[src/rtl/mdr_mem_interface.sv]
// Memory Data Register with a handshaked memory read/write port.
// Optional wait-state timeout abort is compiled in with `define MDR_TIMEOUT_EN.
module mdr_mem_interface #(
  parameter int unsigned TIMEOUT_CYCLES = 16
) (
  input  logic        clock,
  input  logic        clear,
  input  logic [31:0] BusMuxOut,
  input  logic        MDRin,
  input  logic        Read,
  input  logic        Write,
  input  logic [31:0] mem_data_in,
  input  logic        mem_ack,
  output logic        mem_rd_req,
  output logic        mem_wr_req,
  output logic [31:0] mem_data_out,
  output logic [31:0] BusMuxIn_MDR,
  output logic        busy,
  output logic        timeout_err
);

  localparam logic [1:0] S_IDLE    = 2'd0;
  localparam logic [1:0] S_RD_WAIT = 2'd1;
  localparam logic [1:0] S_WR_WAIT = 2'd2;

`ifdef MDR_TIMEOUT_EN
  localparam logic TMO_EN = 1'b1;
`else
  localparam logic TMO_EN = 1'b0;
`endif

  logic [1:0]  r_state;
  logic [31:0] r_mdr;
  logic        r_rd_req;
  logic        r_wr_req;
  logic        r_busy;
  logic        r_tmo;
  logic [7:0]  r_cnt;

  logic        w_rd_start;
  logic        w_tmo_hit;

  assign w_rd_start = MDRin && Read;
  assign w_tmo_hit  = TMO_EN && (r_cnt == 8'(TIMEOUT_CYCLES - 1));

  always_ff @(posedge clock) begin
    if (clear) begin
      r_state  <= S_IDLE;
      r_mdr    <= '0;
      r_rd_req <= 1'b0;
      r_wr_req <= 1'b0;
      r_busy   <= 1'b0;
      r_tmo    <= 1'b0;
      r_cnt    <= '0;
    end else begin
      case (r_state)
        S_IDLE: begin
          r_cnt <= '0;
          // Read start has priority and suppresses a simultaneous Write.
          if (w_rd_start) begin
            r_rd_req <= 1'b1;
            r_busy   <= 1'b1;
            r_state  <= S_RD_WAIT;
          end else begin
            if (MDRin) r_mdr <= BusMuxOut;
            if (Write) begin
              r_wr_req <= 1'b1;
              r_busy   <= 1'b1;
              r_state  <= S_WR_WAIT;
            end
          end
        end
        S_RD_WAIT, S_WR_WAIT: begin
          if (mem_ack) begin
            if (r_state == S_RD_WAIT) r_mdr <= mem_data_in;
            r_rd_req <= 1'b0;
            r_wr_req <= 1'b0;
            r_busy   <= 1'b0;
            r_cnt    <= '0;
            r_state  <= S_IDLE;
          end else if (w_tmo_hit) begin
            r_rd_req <= 1'b0;
            r_wr_req <= 1'b0;
            r_busy   <= 1'b0;
            r_tmo    <= 1'b1;
            r_cnt    <= '0;
            r_state  <= S_IDLE;
          end else if (r_cnt != 8'hFF) begin
            r_cnt <= r_cnt + 8'd1;
          end
        end
        default: begin
          r_state  <= S_IDLE;
          r_rd_req <= 1'b0;
          r_wr_req <= 1'b0;
          r_busy   <= 1'b0;
          r_cnt    <= '0;
        end
      endcase
    end
  end

  assign mem_rd_req   = r_rd_req;
  assign mem_wr_req   = r_wr_req;
  assign mem_data_out = r_mdr;
  assign BusMuxIn_MDR = r_mdr;
  assign busy         = r_busy;
  assign timeout_err  = r_tmo;

endmodule

[config.mk]
export PLATFORM = sky130hd
export DESIGN_NAME = mdr_mem_interface
export DESIGN_NICKNAME = d
export VERILOG_FILES = /design/src/rtl/mdr_mem_interface.sv
export SDC_FILE = /design/constraint.sdc
export NUM_CORES = 1
export LEC_CHECK = 0
export ABC_CLOCK_PERIOD_IN_PS = 2200
export BUFFER_PORTS_ARGS = -buffer_cell sky130_fd_sc_hd__buf_2
export CELL_PAD_IN_SITES_DETAIL_PLACEMENT = 0
export CELL_PAD_IN_SITES_GLOBAL_PLACEMENT = 1
export CORE_ASPECT_RATIO = 0.5
export CORE_UTILIZATION = 31
export CTS_BUF_LIST = sky130_fd_sc_hd__clkbuf_4
export DETAILED_ROUTE_END_ITERATION = 8
export GPL_TIMING_DRIVEN = 0
export PLACE_DENSITY = 0.82
export SYNTH_ARGS = -nofsm -noshare
export SYNTH_HDL_FRONTEND = slang
export SYNTH_SLANG_ARGS = --single-unit
[constraint.sdc]
create_clock -name clock -period 2.2 [get_ports clock]
set_input_delay 0.11 -clock clock [delete_from_list [all_inputs] [get_ports clock]]
set_output_delay 0.11 -clock clock [all_outputs]
set_load 0.01 [all_outputs]
==> results.md <==
* Cells after synthesis at between 200 and 250
* Max_cap viols at 0
* Root buffer cell: clkbuf_4
* Clock transition at path regs at around 120 ps
* Routed Antenna Nets at 0
* Tmin final at just under 2000 ps
* Most used cell, CP: buf_6
* Hold path depth at 3
* Setup violators final at 0
* Post-synthesis adder-cell area fraction at 1.78%
* Mapped Nets at 281
* GPL Wtd Cong at 0.786
* Largest family of logic cells by synthesized area: compound AO/OA/AOI/OAI gates
* Worst Skew at about 15 ps
* GRT Resource Usage Total at ~14%
* R2r worst-path depth at 10
* H-tree depth at 2
* Gr ovfl total at 0
* Tcrit/Tclk final at about nine tenths
* First-pass GRT wire length at about 8.1 mm
* Crit. End Element: flop
* Worst skew pair latency at ~340 ps
* Cells after DPL at 431
* Area grow syn2layout at 40.0%
* Post-layout util at between 40% and 50%
* Routed WL at approximately 5.3 mm
* Synthesized area at ~2100 um^2
* Buf/Inv on CP at 5
* Compound-gate portion of the synthesized area at 21.4%
* RSZ-0062 raised after global routing: no
* Hold buffers post-CTS at 0
* HPWL after DPL at roughly 4.3 mm
* Commonest cells after routing, fill and taps aside: buf_2, dfxtp_1, buf_4
* Yosys cell types at 25
* Normalized max-slew margin at 50.8%
* Worst Path Arrival at 2220 ps
* Vias per cell at 4.46
* Slew Viols, Final at 0
* Vias at roughly 2000
* Pleak at approximately 1.5 nW
* Multiplexer share of the synthesized area at between 15 and 20%
* Post-Layout Cell Count at 439
* Die Area at ~7100 um^2
* # IOs at ~140
* Yosys warning count at 0
* Status: completed
* WS Path Type: reg2reg
* Clock Tree Buf Depth at 2
* WL/cell at about 12 um
* Max VDD drop at around 0.00025 V
* Residual DRC at 0
* Crit Reg-Reg Startpoint: r_state[0]$_SDFFE_PP0P_
* Post-CTS Setup Bufs at 0
* Post-synthesis register bit count at 37
* CP startpoint kind: flop
* Die X at around 120 um
* Port Buf Inserts at about 140
* WP data required at between 2000 and 2500 ps
* Post-Synth XOR/XNOR Area at 0%
* Cell Chain, Critical Path: inv_1 > ha_1 > buf_2 > nand2b_1 > buf_4 > o2111a_1 > buf_6 > buf_6 > nor2_1 > a211oi_2
* Most common cell after layout, fill and taps aside: buf_2
* F_max at slightly above 0.5 GHz
* Initial antenna violation count at 0
* DRT Pass-1 Iters at 4
* Hold crit path type: in2reg
* Initial DRC count at 31
* Initial core utilization at around 33%
* Vias in the first global route at around 1900
* Post-CTS Resized at 0
* Final TNS setup at 0 ps
* Largest net degree at the start of global routing at 12
* Top delay family on crit path: buffers and inverters
* Post-synthesis sequential area ratio at a little over a third
* Worst-Margin Slew at ~740 ps
* Layout cells sized above 1 at between 60% and 70%
* Pwr Total at 2.37 mW
* Rows at 20
* Fin nets at 423
* Peak fanout along the critical path at 10
* Final-report hold violation count at 0
* Die H at 60.2 um
* Num CTS Buffers at 5
* Inserted Diodes at 0
* Core area at between 6000 and 7000 um^2
* Slowest-stage cell, CP: dfxtp_1
* Worst path depth at 10
* Power Density at ~810 nW/um^2
* CTS sink count at 37
* Simple-gate portion of the synthesized area at under 10%
* CTS tree: yes
* Critical path launch point: r_state[0]$_SDFFE_PP0P_
* Syn Area/Cell at ~10 um^2
* Hold Path Origin: Read
* Slowest stage delay, CP at about 380 ps
## state kept, by name (all words and copies together) (netlist names)
name and cells:
BusMuxIn_MDR 32, busy 1, mem_rd_req 1, mem_wr_req 1, r_state 2
## synthesized netlist by cell type
library cell	instances	area share (%)
a211oi_1	2	0.71
a211oi_2	30	18
a21o_1	1	0.36
a21oi_1	4	0.95
a311oi_1	1	0.42
a31oi_1	1	0.30
and3_1	1	0.30
buf_1	1	0.18
buf_2	4	0.95
buf_4	36	13
buf_6	5	2.7
clkbuf_1	3	0.54
conb_1	1	0.18
dfxtp_1	37	35
ha_1	3	1.8
inv_1	3	0.54
mux2_4	1	0.71
mux2i_1	32	15
nand2_1	1	0.18
nand2b_1	1	0.30
nand3_1	3	0.71
nor2_1	34	6.1
nor3_1	1	0.24
o2111a_1	1	0.54
o21ai_0	1	0.24
## worst register-to-register path: cells and delay by family (launching register included)
family	cells	cell delay (ps)
buffers and inverters	5	690
AO/OA/AOI/OAI	2	410
AND/OR/NAND/NOR	2	150
flip-flops	1	380
adder cells (fa/ha/maj)	1	280
## per-layer routing
layer	wire (um)	GRT usage, %	part of all wire, %	up-vias
met5	0	0	0	-
met4	70	5.06	1.3	0
met3	219	3.72	4.1	8
met2	2940	28.7	55	42
met1	2110	15.3	40	928
li1	-	-	-	981
## cell type report
class	instances	area (um^2)
plain buffers	49	362
clock buffers	6	45.0
clock inverters	2	10.0
fillers	642	3360
inverters	3	11.3
multi-input cells	119	990
flip-flops and latches	37	741
well taps	88	110
repair buffers	135	676
## cells by family after synthesis
| logic type | count (synthesis) |
|---|---|
| AO/OA/AOI/OAI | 41 |
| adder cells (fa/ha/maj) | 3 |
| buffers and inverters | 52 |
| flip-flops | 37 |
| multiplexers | 33 |
| other | 1 |
| AND/OR/NAND/NOR | 41 |
## power by group
part	total, mW	internal, mW	switching, mW
Clock	0.361	0.134	0.226
Sequential	0.879	0.791	0.0874
Combinational	1.13	0.575	0.560
Total	2.37	1.50	0.874
## stage by stage
step                worst slack [ps]  area (um^2)  hold slack [ps]
finish                           231         2940             80.8
global route                    89.9         2940             84.0
CTS                              200         2940             65.9
detailed placement               240         2890              430
global placement                 289         2890              431
floorplan                        422         2100              280
## path summary, 6_finish.rpt
check                             endpoint  slack, ps
min                      busy$_SDFFE_PP0P_         80
max reg2reg  BusMuxIn_MDR[12]$_SDFFE_PP0P_        230
min reg2reg        mem_rd_req$_SDFFE_PP0P_        490
max          BusMuxIn_MDR[12]$_SDFFE_PP0P_        230
(Power assumes the default switching activity.)
